<file path="config.mk">
export PLATFORM = sky130hd
export DESIGN_NAME = if_id_hazard_reg
export DESIGN_NICKNAME = d
export VERILOG_FILES = /design/src/rtl/if_id_hazard_reg_pkg.sv /design/src/rtl/if_id_hazard_reg_sat_counter.sv /design/src/rtl/if_id_hazard_reg.sv
export SDC_FILE = /design/constraint.sdc
export NUM_CORES = 1
export LEC_CHECK = 0
export ABC_AREA = 1
export CORE_ASPECT_RATIO = 1.5
export CORE_MARGIN = 1.5
export CORE_UTILIZATION = 35
export DETAILED_ROUTE_END_ITERATION = 8
export PLACE_DENSITY = 0.62
export SLEW_MARGIN = 15
export SYNTH_ARGS = -nofsm -noshare
export SYNTH_HDL_FRONTEND = slang
export SYNTH_SLANG_ARGS = --single-unit
</file>
<file path="constraint.sdc">
create_clock -name clk -period 6.65 [get_ports clk]
set_input_delay 1.33 -clock clk [delete_from_list [all_inputs] [get_ports clk]]
set_output_delay 1.33 -clock clk [all_outputs]
set_load 0.005 [all_outputs]
</file>
<file path="src/rtl/if_id_hazard_reg_pkg.sv">
// Shared pipeline definitions for the IF/ID stage and its hazard check.
// Holds the IF/ID FSM state encodings, the NOP instruction word, and the
// opcode/func constants used by the ID-stage hazard check. It also holds the
// next-state function of the IF/ID FSM.
package if_id_hazard_reg_pkg;

    // IF/ID FSM states: RUN = normal load, HOLD = stalled, SQUASH = flushed.
    typedef enum logic [1:0] {
        ST_RUN    = 2'd0,
        ST_HOLD   = 2'd1,
        ST_SQUASH = 2'd2
    } pipe_state_e;

    // sll $0,$0,0 -- the canonical MIPS no-op.
    localparam logic [31:0] NOP_INST = 32'h0000_0000;

    // Opcode field values seen by the hazard check.
    localparam logic [5:0] OP_RTYPE = 6'h00;
    localparam logic [5:0] OP_J     = 6'h02;
    localparam logic [5:0] OP_BEQ   = 6'h04;
    localparam logic [5:0] OP_BNE   = 6'h05;
    localparam logic [5:0] OP_ADDI  = 6'h08;
    localparam logic [5:0] OP_LW    = 6'h23;
    localparam logic [5:0] OP_SW    = 6'h2b;

    // R-type func field values.
    localparam logic [5:0] FUNC_SLL = 6'h00;
    localparam logic [5:0] FUNC_ADD = 6'h20;
    localparam logic [5:0] FUNC_SUB = 6'h22;

    // The next state depends only on this cycle's requests, and stall wins over flush.
    function automatic pipe_state_e next_state(input logic stall, input logic flush);
        pipe_state_e ns;
        if (stall) begin
            ns = ST_HOLD;
        end else if (flush) begin
            ns = ST_SQUASH;
        end else begin
            ns = ST_RUN;
        end
        return ns;
    endfunction

endpackage

</file>
<file path="src/rtl/if_id_hazard_reg_sat_counter.sv">
// sat_counter: event counter that saturates at all-ones and never wraps.
// Ports:
//   clk   - rising-edge clock
//   rst   - asynchronous active-high reset, clears the count
//   inc   - count one event on this edge
//   count - current count
module sat_counter #(
    parameter int CNT_W = 16
) (
    input  logic             clk,
    input  logic             rst,
    input  logic             inc,
    output logic [CNT_W-1:0] count
);

    localparam logic [CNT_W-1:0] CNT_MAX = {CNT_W{1'b1}};
    localparam logic [CNT_W-1:0] CNT_ONE = {{(CNT_W-1){1'b0}}, 1'b1};

    logic [CNT_W-1:0] count_r;

    // Counter register: it advances on inc and stops at the maximum value.
    always_ff @(posedge clk or posedge rst) begin
        if (rst) begin
            count_r <= {CNT_W{1'b0}};
        end else if (inc && (count_r != CNT_MAX)) begin
            count_r <= count_r + CNT_ONE;
        end else begin
            count_r <= count_r;
        end
    end

    assign count = count_r;

endmodule

</file>
<file path="src/rtl/if_id_hazard_reg.sv">
// if_id_hazard_reg: IF/ID pipeline register with load-use stall and
// branch/jump flush handling. On each edge, stall has priority over flush,
// and flush has priority over a normal load.
// Ports:
//   clk, rst            - rising-edge clock, asynchronous active-high reset
//   stall, flush        - hazard requests from the ID stage
//   IF_inst, IF_pc4     - fetched instruction and its PC+4
//   ID_inst, ID_pc4     - registered instruction and PC+4 sent to decode
//   pc_en, bubble       - combinational PC enable (~stall) and ID/EXE bubble (stall)
//   state               - FSM state (0 RUN, 1 HOLD, 2 SQUASH)
//   stall_cnt/flush_cnt - saturating event counters
//   stall_err           - sticky flag for a stall that lasts two or more cycles
module if_id_hazard_reg
    import if_id_hazard_reg_pkg::*;
#(
    parameter logic [31:0] NOP   = NOP_INST,
    parameter int          CNT_W = 16
) (
    input  logic             clk,
    input  logic             rst,
    input  logic             stall,
    input  logic             flush,
    input  logic [31:0]      IF_inst,
    input  logic [31:0]      IF_pc4,
    output logic [31:0]      ID_inst,
    output logic [31:0]      ID_pc4,
    output logic             pc_en,
    output logic             bubble,
    output logic [1:0]       state,
    output logic [CNT_W-1:0] stall_cnt,
    output logic [CNT_W-1:0] flush_cnt,
    output logic             stall_err
);

    logic [31:0] id_inst_r;
    logic [31:0] id_pc4_r;
    pipe_state_e state_r;
    logic        stall_err_r;
    logic        flush_inc_s;

    // A flush that arrives during a stall is dropped. The branch re-resolves on the next cycle.
    assign flush_inc_s = ~stall & flush;

    // Pipeline register, FSM state and sticky error flag.
    always_ff @(posedge clk or posedge rst) begin
        if (rst) begin
            id_inst_r   <= NOP;
            id_pc4_r    <= 32'h0000_0000;
            state_r     <= ST_RUN;
            stall_err_r <= 1'b0;
        end else begin
            if (stall) begin
                id_inst_r <= id_inst_r;
                id_pc4_r  <= id_pc4_r;
            end else if (flush) begin
                id_inst_r <= NOP;
                id_pc4_r  <= 32'h0000_0000;
            end else begin
                id_inst_r <= IF_inst;
                id_pc4_r  <= IF_pc4;
            end

            state_r <= next_state(stall, flush);

            // A stall that is seen while the FSM is already in HOLD is the second consecutive stall.
            if ((state_r == ST_HOLD) && stall) begin
                stall_err_r <= 1'b1;
            end else begin
                stall_err_r <= stall_err_r;
            end
        end
    end

    sat_counter #(.CNT_W(CNT_W)) u_stall_cnt (
        .clk   (clk),
        .rst   (rst),
        .inc   (stall),
        .count (stall_cnt)
    );

    sat_counter #(.CNT_W(CNT_W)) u_flush_cnt (
        .clk   (clk),
        .rst   (rst),
        .inc   (flush_inc_s),
        .count (flush_cnt)
    );

    assign ID_inst   = id_inst_r;
    assign ID_pc4    = id_pc4_r;
    assign state     = state_r;
    assign stall_err = stall_err_r;
    assign pc_en     = ~stall;
    assign bubble    = stall;

endmodule

</file>
==> results.txt, run 1 <==
The final count of hold timing violations came out at 0. The net switching power figure is 0.457 mW. When the netlist entered floorplanning its net count stood at 643.

In this run, post-CTS hold repair placed 0 buffers. The core box area is 13000 µm². The distinct cell type count after synthesis is 28. In this run the biggest area consumer among cell types represents 53.4% of the synthesized area. The worst hold margin is 0.456 ns.

The cell sitting at the root of the clock tree is a clkbuf_16. The worst setup path is captured at a primary output. The upper clock frequency limit came out at 0.239 GHz.

The starting utilization of the core area is 35.8%. In the synthesized netlist, the number of instances is 573. Yosys printed 0 warnings. Of the total power, the share spent switching nets is 28.9%.

The per-cell routed wire length came out at 14.5 µm. Measured against its own limit, the worst slew margin works out to 26.4%. The global-route wire length before repair came out at 21.2 mm.

The vias after detailed routing came out at 4313. After clock tree synthesis, the clock-pin slew on the worst setup and hold paths is 0.07 ns. The count of buffer and inverter cells on the critical path came out at 3. Routability-driven placement finished with a final weighted congestion of 0.867. In this run the worst path has a maximum fanout of 56. The area of the die is 14000 µm². Power spread over the standard cell area amounts to 235 nW/µm². The filler cells instantiated in the layout total 1234. The standby leakage power is 3.15 nW.

The number of input and output port buffers inserted came out at 168. The critical path data required time is 5.32 ns. The mean post-synth cell area is 8.10 µm². The TritonCTS buffer count came out at 9. The clock period minus final worst setup slack came out at 4.19 ns. The flow ran to the end, and the final reports show no timing, DRC or antenna violations.

The detailed-routing iteration count for the pre-antenna-repair pass is 5. Broken down by cell family, the worst path's largest delay share belongs to buffers and inverters. In this run the count of I/O pins placed on the die edge is 169. The initialized floorplan defines 51 standard-cell rows.

Sequential cells were found to cover 53.4% of the synthesized design area. The first routing iteration left 143 violations. The total routing resource utilization after global routing is 18.9%.

The depth of the CTS H-tree came out at 3. The worst setup path is launched from a primary input. Entering global routing, the biggest net connects 84 pins.

The max-capacitance violation count came out at 0. TritonCTS built the clock tree. The net total in the final layout came out at 802.

The number of resized instances in the post-cts repair step is 0. Clock latency on the worst-skew pair, taken at its later pin, is 0.34 ns. The final number of setup-violating endpoints is 0. Of the available clock period, the critical path in the final layout requires 63.0%. The wire length after detailed routing came out at 13.0 mm. Summing every instance area after synthesis gives 4640 µm². The worst IR drop on VDD is 0.158 mV. The number of antenna violations at the first check in global routing came out at 0. Of the total power, the clock network draws 32.4%. The number of global-route vias before repair came out at 4259.

The tightest min-delay check is of the reg -> reg type. Between clock sinks in the finished design, the worst skew comes to 0.00434 ns. The slowest stage of the critical path belongs to the cell clkdlybuf4s50_1. Traced cell by cell, the critical path runs through buf_2 > buf_4 > clkdlybuf4s50_1. Clock tree synthesis found a total of 99 sinks.

The DRC violation count after routing is 0. The number of buffers inserted by post-CTS setup repair came out at 0. Yosys attributes the largest share of cell area to dfrtp_1 53%, nand2_1 20%, nand3_1 8.6%.

The remaining global-route overflow came out at 0. Summed over all instances, the cell type with the most area after synthesis is dfrtp_1. 0 antenna diodes ended up in the layout.

The antenna violation net count after detailed routing came out at 0. The critical path arrival came out at 2.86 ns. The setup TNS came out at 0 ns.

The number of register bits inferred by synthesis is 99. The relative area change from synthesis to final layout came out at 45.1%. The internal power summed over all cells is 1.13 mW.

The final number of max-transition violations is 0. The die height is 144 µm. The post-detailed-placement half-perimeter wirelength came out at 9.19 mm.

The width of the chip came out at 97.0 µm. The post-route netlist has 7.06% of its cells at a drive strength greater than 1. The proportion of power drawn by combinational gates came out at 21.4%. By startpoint and endpoint, the worst setup path is classified as in -> out. The number of vias per cell after detailed routing came out at 4.81. The clock passes through at most 2 buffers.

The largest stage delay on the critical path is 0.61 ns. The transition time of the tightest slew-check pin is 1.10 ns. Setup repair after global routing left no endpoint under its margin.

The fraction of power consumed by sequential logic came out at 46.3%.
-- area by class of cell --
class                   count  area [µm²]  area share [%]
clock inverters             6        55.1           0.818
clock buffers              10         239            3.55
inverters                  32         124            1.84
well taps                 159         199            2.96
flip-flops and latches     99        2480            36.8
multi-input cells         419        1930            28.7
repair buffers            171        1700            25.3
-- routing by layer --
layer | vias to the layer above | GRT usage, % | routed length, µm
met3 | 31 | 3.67 | 547
li1 | 2136 | - | -
met1 | 2011 | 22.4 | 5250
met4 | 0 | 9.08 | 416
met5 | - | 0 | 0
met2 | 135 | 33.0 | 6790
-- final timing paths --
kind / startpoint / to / slack, ns / depth (start not counted)
hold reg to reg: stall_err / stall_err / 0.46 / 1
max in group asynchronous: rst / ID_inst[13] / 4.39 / 3
hold / removal: stall_err / stall_err / 0.46 / 1
setup / recovery: stall / bubble / 2.46 / 3
min in group asynchronous: rst / ID_pc4[7] / 1.26 / 2
setup reg to reg: u_flush_cnt.count[0] / u_flush_cnt.count[11] / 4.76 / 8
-- registers in the layout, summed over array words and instances, names as in the netlist --
register / flops
ID_inst: 32
state: 2
ID_pc4: 32
u_stall_cnt.count: 16
stall_err: 1
u_flush_cnt.count: 16
-- power by group through the flow --
stage | Combinational [mW] | Sequential (mW) | Clock, mW
finish | 0.338 | 0.734 | 0.513
global route | 0.373 | 0.744 | 0.555
CTS | 0.344 | 0.733 | 0.528
detailed placement | 0.342 | 0.744 | 0
global placement | 0.337 | 0.742 | 0
floorplan | 0.136 | 0.734 | 0
-- placed cells by master (no fill, tap or decap), drive strengths merged --
cell type,instances
nand2,252
clkdlybuf4s50,167
dfrtp,99
nand3,80
nor2,43
inv,34
o21ai,12
nand4,11
clkbuf,10
xnor2,7
nand3b,6
clkinv,4
buf,4
xor2,2
nor3,2
ha,2
a21o,1
and3,1
-- synth_stat cells --
cell type and count:
nand4_1 10, clkinv_2 1, and3_2 1, buf_1 6, inv_1 29, clkbuf_1 7
nor2_1 31, nor2_2 9, nand2_4 4, buf_6 1, ha_1 2, nand4_4 1
xor2_1 2, xnor2_1 7, buf_2 8, a21o_1 1, nand2_1 244, o21ai_1 3
o21ai_2 6, inv_2 2, nand3b_1 6, buf_4 1, nor3_1 2, o21ai_0 3
dfrtp_1 99, nand2_2 4, nand3_1 80, nor2_4 3
-- worst reg2reg max path, stage by stage (launching register included) --
cell	delay, ns
dfrtp_1	0.47
ha_1	0.31
inv_1	0.13
nor2_4	0.06
nand2_2	0.08
nor2_2	0.05
nor2_2	0.49
nand2_1	0.15
o21ai_2	0.07
-- cells by family after synthesis --
| logic type | Yosys count | share of synthesized area [%] |
|---|---|---|
| buffers and inverters | 55 | 4.94 |
| XOR/XNOR | 9 | 1.70 |
| adder cells (fa/ha/maj) | 2 | 0.539 |
| AND/OR/NAND/NOR | 395 | 37.5 |
| AO/OA/AOI/OAI | 13 | 1.94 |
| flip-flops | 99 | 53.4 |
-- per-stage QoR --
step                      cells  utilization, %  power [mW]  setup slack (ns)  area [µm²]
after detailed placement    880            49.7        1.09              2.45        6430
final                       896            52.0        1.58              2.46        6730
after global placement      880            49.7        1.08              2.46        6430
after CTS                   896            51.9        1.61              2.45        6730
after global routing        896            52.0        1.67              2.34        6730
after floorplan             573               -       0.870              2.73        4640
No activity file was read; power rests on OpenSTA's default activity.
==> run 2, diff against run 1 <==
Clock period 6.65 ns to 3.9 ns, I/O delays scaled along.
==> run 2 against run 1 <==
Net effect: cell area unchanged; critical path depth unchanged; combinational power is 71% higher; via count down 0.44%.
==> results.txt, run 2 (same netlist as run 1, synthesis figures left out) <==
The final number of setup-violating endpoints was 0 (unchanged). The DRC violation count after routing is 0 (unchanged). The number of buffers inserted by post-CTS setup repair came to 0 (unchanged). The number of design-rule violations left by the first detailed-router iteration is 144 (+0.70%). The worst max-slew margin expressed relative to the limit came out at 28.0% (+1.6 points). The share of post-route cells with drive strength above 1 is 7.06% (unchanged). The class of the tightest hold or removal check is reg -> reg. The critical path data required time came out at 3.12 ns (-2.20 ns). The clock latency of the later-clocked register in the worst-skew pair came out at 0.34 ns (about the same). The number of buffers on the longest clock path came out at 2 (unchanged). The remaining global-route overflow came out at 0 (unchanged). The critical path arrival is 2.12 ns (-0.74 ns). The setup slack of the most critical reg-to-reg path came out at 1.99 ns (-2.77 ns). The commonest non-fill, non-tap cell in the layout is nand2_1. The standby leakage power was 3.15 nW (about the same). The maximum fanout along the worst path came out at 71 (+27%). The total routing resource utilization after global routing came out at 18.8% (-0.082 points). The post-detailed-placement half-perimeter wirelength came out at 9.32 mm (+1.4%). The depth of the CTS H-tree is 3 (unchanged). The starting utilization of the core area is 35.8% (unchanged).

The antenna violation net count after detailed routing was 0 (unchanged). The endpoint of the most critical register-to-register path is u_flush_cnt.count[5]. The category of the critical setup timing path is in -> out. TritonCTS built the clock tree.

The max-capacitance violation count came out at 0 (unchanged). The clock period minus final worst setup slack came out at 2.90 ns. In the layout the commonest cells are 244 x nand2_1, 167 x clkdlybuf4s50_1, 99 x dfrtp_1.

The number of placed instances with taps included came out at 881 (+0.11%). The TritonCTS buffer count came out at 9 (unchanged). The transition time of the tightest slew-check pin is 1.08 ns (-0.0235 ns).

The number of antenna violations at the first check in global routing came out at 0 (unchanged). The number of vias per cell after detailed routing came to 4.79 (-0.44%). The wire length after detailed routing came to 13.2 mm (+1.5%). The number of sinks handled by clock tree synthesis is 99 (unchanged). The setup TNS is 0 ns (unchanged). Setup repair after global routing left no endpoint under its margin. Tracing the worst setup path back leads to its startpoint at stall. The total number of placement rows came out at 51 (unchanged). The routability congestion estimate from global placement came to 0.851 (-1.8%). The number of resized instances in the post-cts repair step is 0 (unchanged). The number of global-route vias before repair is 4174 (-2.0%). The power per cell area came out at 404 nW/µm² (+71%). The final count of hold timing violations was 0 (unchanged). Static timing analysis puts the maximum clock frequency at 0.345 GHz. The clock edge transition at the registers on the reported setup and hold paths is 0.07 ns (about the same). The number of input and output port buffers inserted is 168 (unchanged). The clock skew after layout came out at 0.00931 ns (+0.00498 ns). Following the worst setup path forward leads to its endpoint at bubble. The final cell utilization of the core is 52.0% (unchanged). The cell at the root of the clock tree is clkbuf_16. The cell count of the worst reg-to-reg path is 8 (unchanged).

The number of placed I/O pins is 169 (unchanged). The relative area change from synthesis to final layout came out at 45.1% (unchanged). The final critical path takes up 74.4% of the cycle.

The width of the chip is 97.0 µm (unchanged). The flow ran to the end, and the final reports show no timing, DRC or antenna violations. The vias after detailed routing came out at 4294 (-0.44%). The fill cell total of the finished layout came to 1239 (+0.41%).

The final number of max-transition violations is 0 (unchanged). The count of hold-fix buffers inserted at cts is 0 (unchanged). The startpoint of the worst-slack reg-to-reg timing path is u_flush_cnt.count[0]. The global-route wire length before repair is 20.9 mm (-1.3%). The core box area came out at 13000 µm² (unchanged). The detailed-routing iteration count for the pre-antenna-repair pass is 4 (-1). STA classifies the critical path startpoint as a primary input. The final cell count without fillers is 896 (unchanged). The worst IR drop on VDD came out at 0.247 mV (+56%). The die height came out at 144 µm (unchanged). The final antenna diode count came out at 0 (unchanged). The pin count of the biggest net entering global routing is 72 (-14%). The per-cell routed wire length came out at 14.7 µm (+1.5%). The area of the die was 14000 µm² (unchanged). The worst setup path is captured at a primary output. The net total in the final layout is 803 (+0.12%).
run 2: how the worst min path moves through the flow:
stage,slack [ns],cells after the start,to,startpoint
3_5_place_dp,0.46,1,stall_err,stall_err
3_3_place_gp,0.44,1,stall_err,stall_err
5_1_grt,0.48,1,stall_err,stall_err
2_1_floorplan,0.45,1,stall_err,stall_err
6_report,0.47,1,stall_err,stall_err
4_1_cts,0.47,1,stall_err,stall_err
run 2: metrics by stage:
stage                     power, mW  hold slack (ns)  cell area [µm²]  setup WS (ns)
after global routing           2.86            0.484             6730          0.892
after floorplan                1.48            0.451             4640          0.530
after global placement         1.84            0.440             6440          0.993
after detailed placement       1.85            0.459             6440          0.976
after CTS                      2.76            0.474             6730          0.969
final                          2.72            0.467             6730           1.00
run 2: area by class of cell:
cell class	instances	area, µm²	share of cell area [%]
clock buffer	9	225	3.35
timing repair buffer	172	1710	25.4
tap	159	199	2.96
multi-input combinational	419	1930	28.7
inverter	32	124	1.84
clock inverter	6	65.1	0.967
sequential	99	2480	36.8
run 2: critical path, cell delays in order:
cell	delay (ns)
buf_2	0.10
buf_4	0.61
clkdlybuf4s50_1	0.63
run 2: report_power, final:
| part | leakage, nW | internal [mW] | switching, mW |
|---|---|---|---|
| clock network | 0.142 | 0.496 | 0.393 |
| logic | 1.73 | 0.328 | 0.250 |
| registers | 1.28 | 1.13 | 0.119 |
run 2: per-layer routing:
layer	share of wire, %	wire, µm	global-route usage (%)	up-vias
met3	4.1	536	3.29	16
met1	42	5500	22.6	2023
met5	0	0	0	-
li1	-	-	-	2130
met4	1.7	223	6.94	0
met2	53	6940	33.8	125
==> run 3, diff against run 2 <==
Settings changed: PLACE_DENSITY 0.62 to 0.65.
Clock period 3.9 ns to 2.54 ns, I/O delays scaled along.
==> run 3 against run 2 <==
Net effect: hold slack worse by 0.013 ns; flip-flop and latch count is the same; routed wire length is 0.88% higher; count of clock-buffer cells in the layout grew 1; sequential power is 54% higher; setup slack got worse by 0.36 ns; clock skew fell by 0.0019 ns; sequential share of layout area shrank 0.22 points; clock power increased by 53%; via count rose by 0.56%; final cell count grew 0.45%; first-iteration DRC count is 15% lower.
==> results.txt, run 3 (same netlist as run 1, synthesis figures left out) <==
The flow ran to the end, and the final reports show no timing, DRC or antenna violations. The pin count of the biggest net entering global routing came out at 100 (+39%). The count of hold-fix buffers inserted at cts came out at 0 (unchanged). The multi-input combinational cell area came to 1930 µm² (unchanged). The setup slack at placement is 0.541 ns (-0.435 ns). The proportion of power drawn by combinational gates came out at 21.5% (+0.3 points). The final count of hold timing violations is 0 (unchanged). The worst IR drop on VDD was 0.325 mV (+32%). The critical path data required time is 2.03 ns (-1.09 ns).

The number of sinks handled by clock tree synthesis is 99 (unchanged). The number of antenna violations at the first check in global routing came out at 0 (unchanged). The final number of setup-violating endpoints was 0 (unchanged). The cell at the root of the clock tree is clkbuf_16. The final number of max-transition violations is 0 (unchanged).

The worst max-slew margin expressed relative to the limit is 47.5% (+20 points). STA classifies the critical path startpoint as a flip-flop. The final antenna diode count is 0 (unchanged).

The fraction of power consumed by sequential logic came to 45.9% (about the same). The CTS tree is built. The area of the die is 14000 µm² (unchanged). The worst register-to-register path ends at u_flush_cnt.count[10]. The transition time of the tightest slew-check pin is 0.788 ns (-0.291 ns).

The number of resized instances in the post-cts repair step came out at 0 (unchanged). After layout, the minimum clock period comes to 1.90 ns. The global-route wire length before repair came out at 21.0 mm (+0.63%). The antenna violation net count after detailed routing came out at 0 (unchanged). The power per cell area is 618 nW/µm² (+53%). The die height came out at 144 µm (unchanged). The final clock period utilization by the worst path is 74.9%. The upper clock frequency limit is 0.526 GHz. The worst hold path terminates at stall_err. The net switching power figure came out at 1.17 mW (+54%). The cell with the largest stage delay on the worst path is clkdlybuf4s50_1.

The critical path goes through clkdlybuf4s50_1. Setup repair after global routing left no endpoint under its margin. The clock latency of the later-clocked register in the worst-skew pair is 0.34 ns (about the same).

The clock power share is 32.6% (about the same). The clock skew after layout came out at 0.00739 ns (-0.00192 ns). The number of buffers inserted by post-CTS setup repair came to 0 (unchanged). The critical path arrival came out at 1.39 ns (-0.73 ns). The count of buffer and inverter cells on the critical path is 1 (-2). The post-detailed-placement half-perimeter wirelength came out at 9.33 mm (+0.12%).

The worst hold path belongs to the class reg -> reg. The critical path capture point type is a primary output. The fill cell total of the finished layout came out at 1193 (-3.7%).

The library cell used most frequently in the layout, excluding fill and tap cells, is nand2_1. The wire length after detailed routing is 13.3 mm (+0.88%). The number of buffers on the longest clock path came out at 2 (unchanged). The number of design-rule violations left by the first detailed-router iteration is 122 (-15%). The max-capacitance violation count came out at 0 (unchanged).

The area used by sequential logic in the layout is 2480 µm² (unchanged). The depth of the CTS H-tree came out at 3 (unchanged). The starting utilization of the core area is 35.8% (unchanged).

The number of global-route vias before repair is 4265 (+2.2%). The startpoint of the worst-slack reg-to-reg timing path is u_flush_cnt.count[0]. The relative area change from synthesis to final layout is 45.9%. The TritonCTS buffer count is 9 (unchanged).

The per-cell routed wire length is 14.8 µm (+0.43%). The maximum fanout along the worst path came out at 6 (-92%). The core box area was 13000 µm² (unchanged). The setup path with the least slack is of type reg -> out. The width of the chip was 97.0 µm (unchanged).

The net switching share of the total power came to 28.0% (about the same). The clock edge transition at the registers on the reported setup and hold paths came out at 0.07 ns (about the same). The internal power summed over all cells came out at 3.01 mW (+54%).

The remaining global-route overflow is 0 (unchanged). The net total in the final layout is 806 (+0.37%). The setup slack of the most critical reg-to-reg path is 0.77 ns (-1.22 ns). The number of input and output port buffers inserted came to 168 (unchanged). The number of vias per cell after detailed routing is 4.80 (+0.11%). The setup TNS came out at 0 ns (unchanged).

The number of cells on the worst hold path came out at 1 (unchanged). The detailed-routing iteration count for the pre-antenna-repair pass was 4 (unchanged). The smallest setup slack after layout came out at 0.637 ns (-0.363 ns).

The vias after detailed routing came out at 4318 (+0.56%). The worst hold path begins at stall_err. The largest stage delay on the critical path came out at 0.57 ns (-0.06 ns).

The total number of placement rows came out at 51 (unchanged). The routability congestion estimate from global placement came to 0.870 (+2.2%). The DRC violation count after routing came out at 0 (unchanged). The share of post-route cells with drive strength above 1 came out at 7.42% (+0.37 points). The kind of cell with the highest combined delay along the critical path is buffers and inverters. The top cell types in the final layout, fill and taps aside, are 244 x nand2_1, 167 x clkdlybuf4s50_1, 99 x dfrtp_1. The cell count of the worst reg-to-reg path is 9 (+1). The number of placed I/O pins is 169 (unchanged). The standby leakage power came out at 3.17 nW (+0.50%). The total routing resource utilization after global routing is 18.8% (about the same).
==> run 3: how the worst max path moves through the flow <==
stage / from / to / slack, ns / depth (start not counted)
floorplan: rst / ID_inst[0] / 0.86 / 1
global placement: stall / u_stall_cnt.count[14] / 0.58 / 7
detailed placement: stall / u_stall_cnt.count[15] / 0.54 / 8
CTS: u_flush_cnt.count[0] / flush_cnt[0] / 0.63 / 1
global route: u_flush_cnt.count[0] / flush_cnt[0] / 0.56 / 1
finish: u_flush_cnt.count[2] / flush_cnt[2] / 0.64 / 1
==> run 3: layout make-up <==
| class | count | area share, % |
|---|---|---|
| clock inverter | 6 | 0.961 |
| inverter | 32 | 1.85 |
| multi-input combinational | 419 | 28.6 |
| clock buffer | 10 | 3.38 |
| timing repair buffer | 175 | 25.7 |
| sequential | 99 | 36.6 |
| tap | 159 | 2.94 |
==> run 3: per-stage QoR <==
| step | total power, mW | hold slack, ns | instance area (µm²) | instances | util, % |
|---|---|---|---|---|---|
| finish | 4.18 | 0.455 | 6770 | 900 | 52.3 |
| detailed placement | 2.85 | 0.443 | 6480 | 884 | 50.0 |
| global placement | 2.83 | 0.437 | 6480 | 884 | 50.0 |
| floorplan | 2.28 | 0.451 | 4640 | 573 | - |
| CTS | 4.24 | 0.458 | 6770 | 900 | 52.3 |
| global route | 4.41 | 0.490 | 6770 | 900 | 52.3 |
==> run 3: routing by layer <==
| layer | share of wire [%] | GRT usage [%] | routed length, µm |
|---|---|---|---|
| met1 | 41 | 22.4 | 5510 |
| met2 | 52 | 33.6 | 6870 |
| met3 | 5.4 | 4.01 | 714 |
| met4 | 1.6 | 6.64 | 217 |
| met5 | 0 | 0 | 0 |
==> run 3: power by group through the flow <==
| stage | Clock, mW | Sequential, mW | Combinational [mW] |
|---|---|---|---|
| after CTS | 1.40 | 1.92 | 0.918 |
| after global routing | 1.46 | 1.95 | 0.997 |
| after global placement | 0 | 1.94 | 0.895 |
| after floorplan | 0 | 1.92 | 0.356 |
| final | 1.36 | 1.92 | 0.901 |
| after detailed placement | 0 | 1.94 | 0.912 |
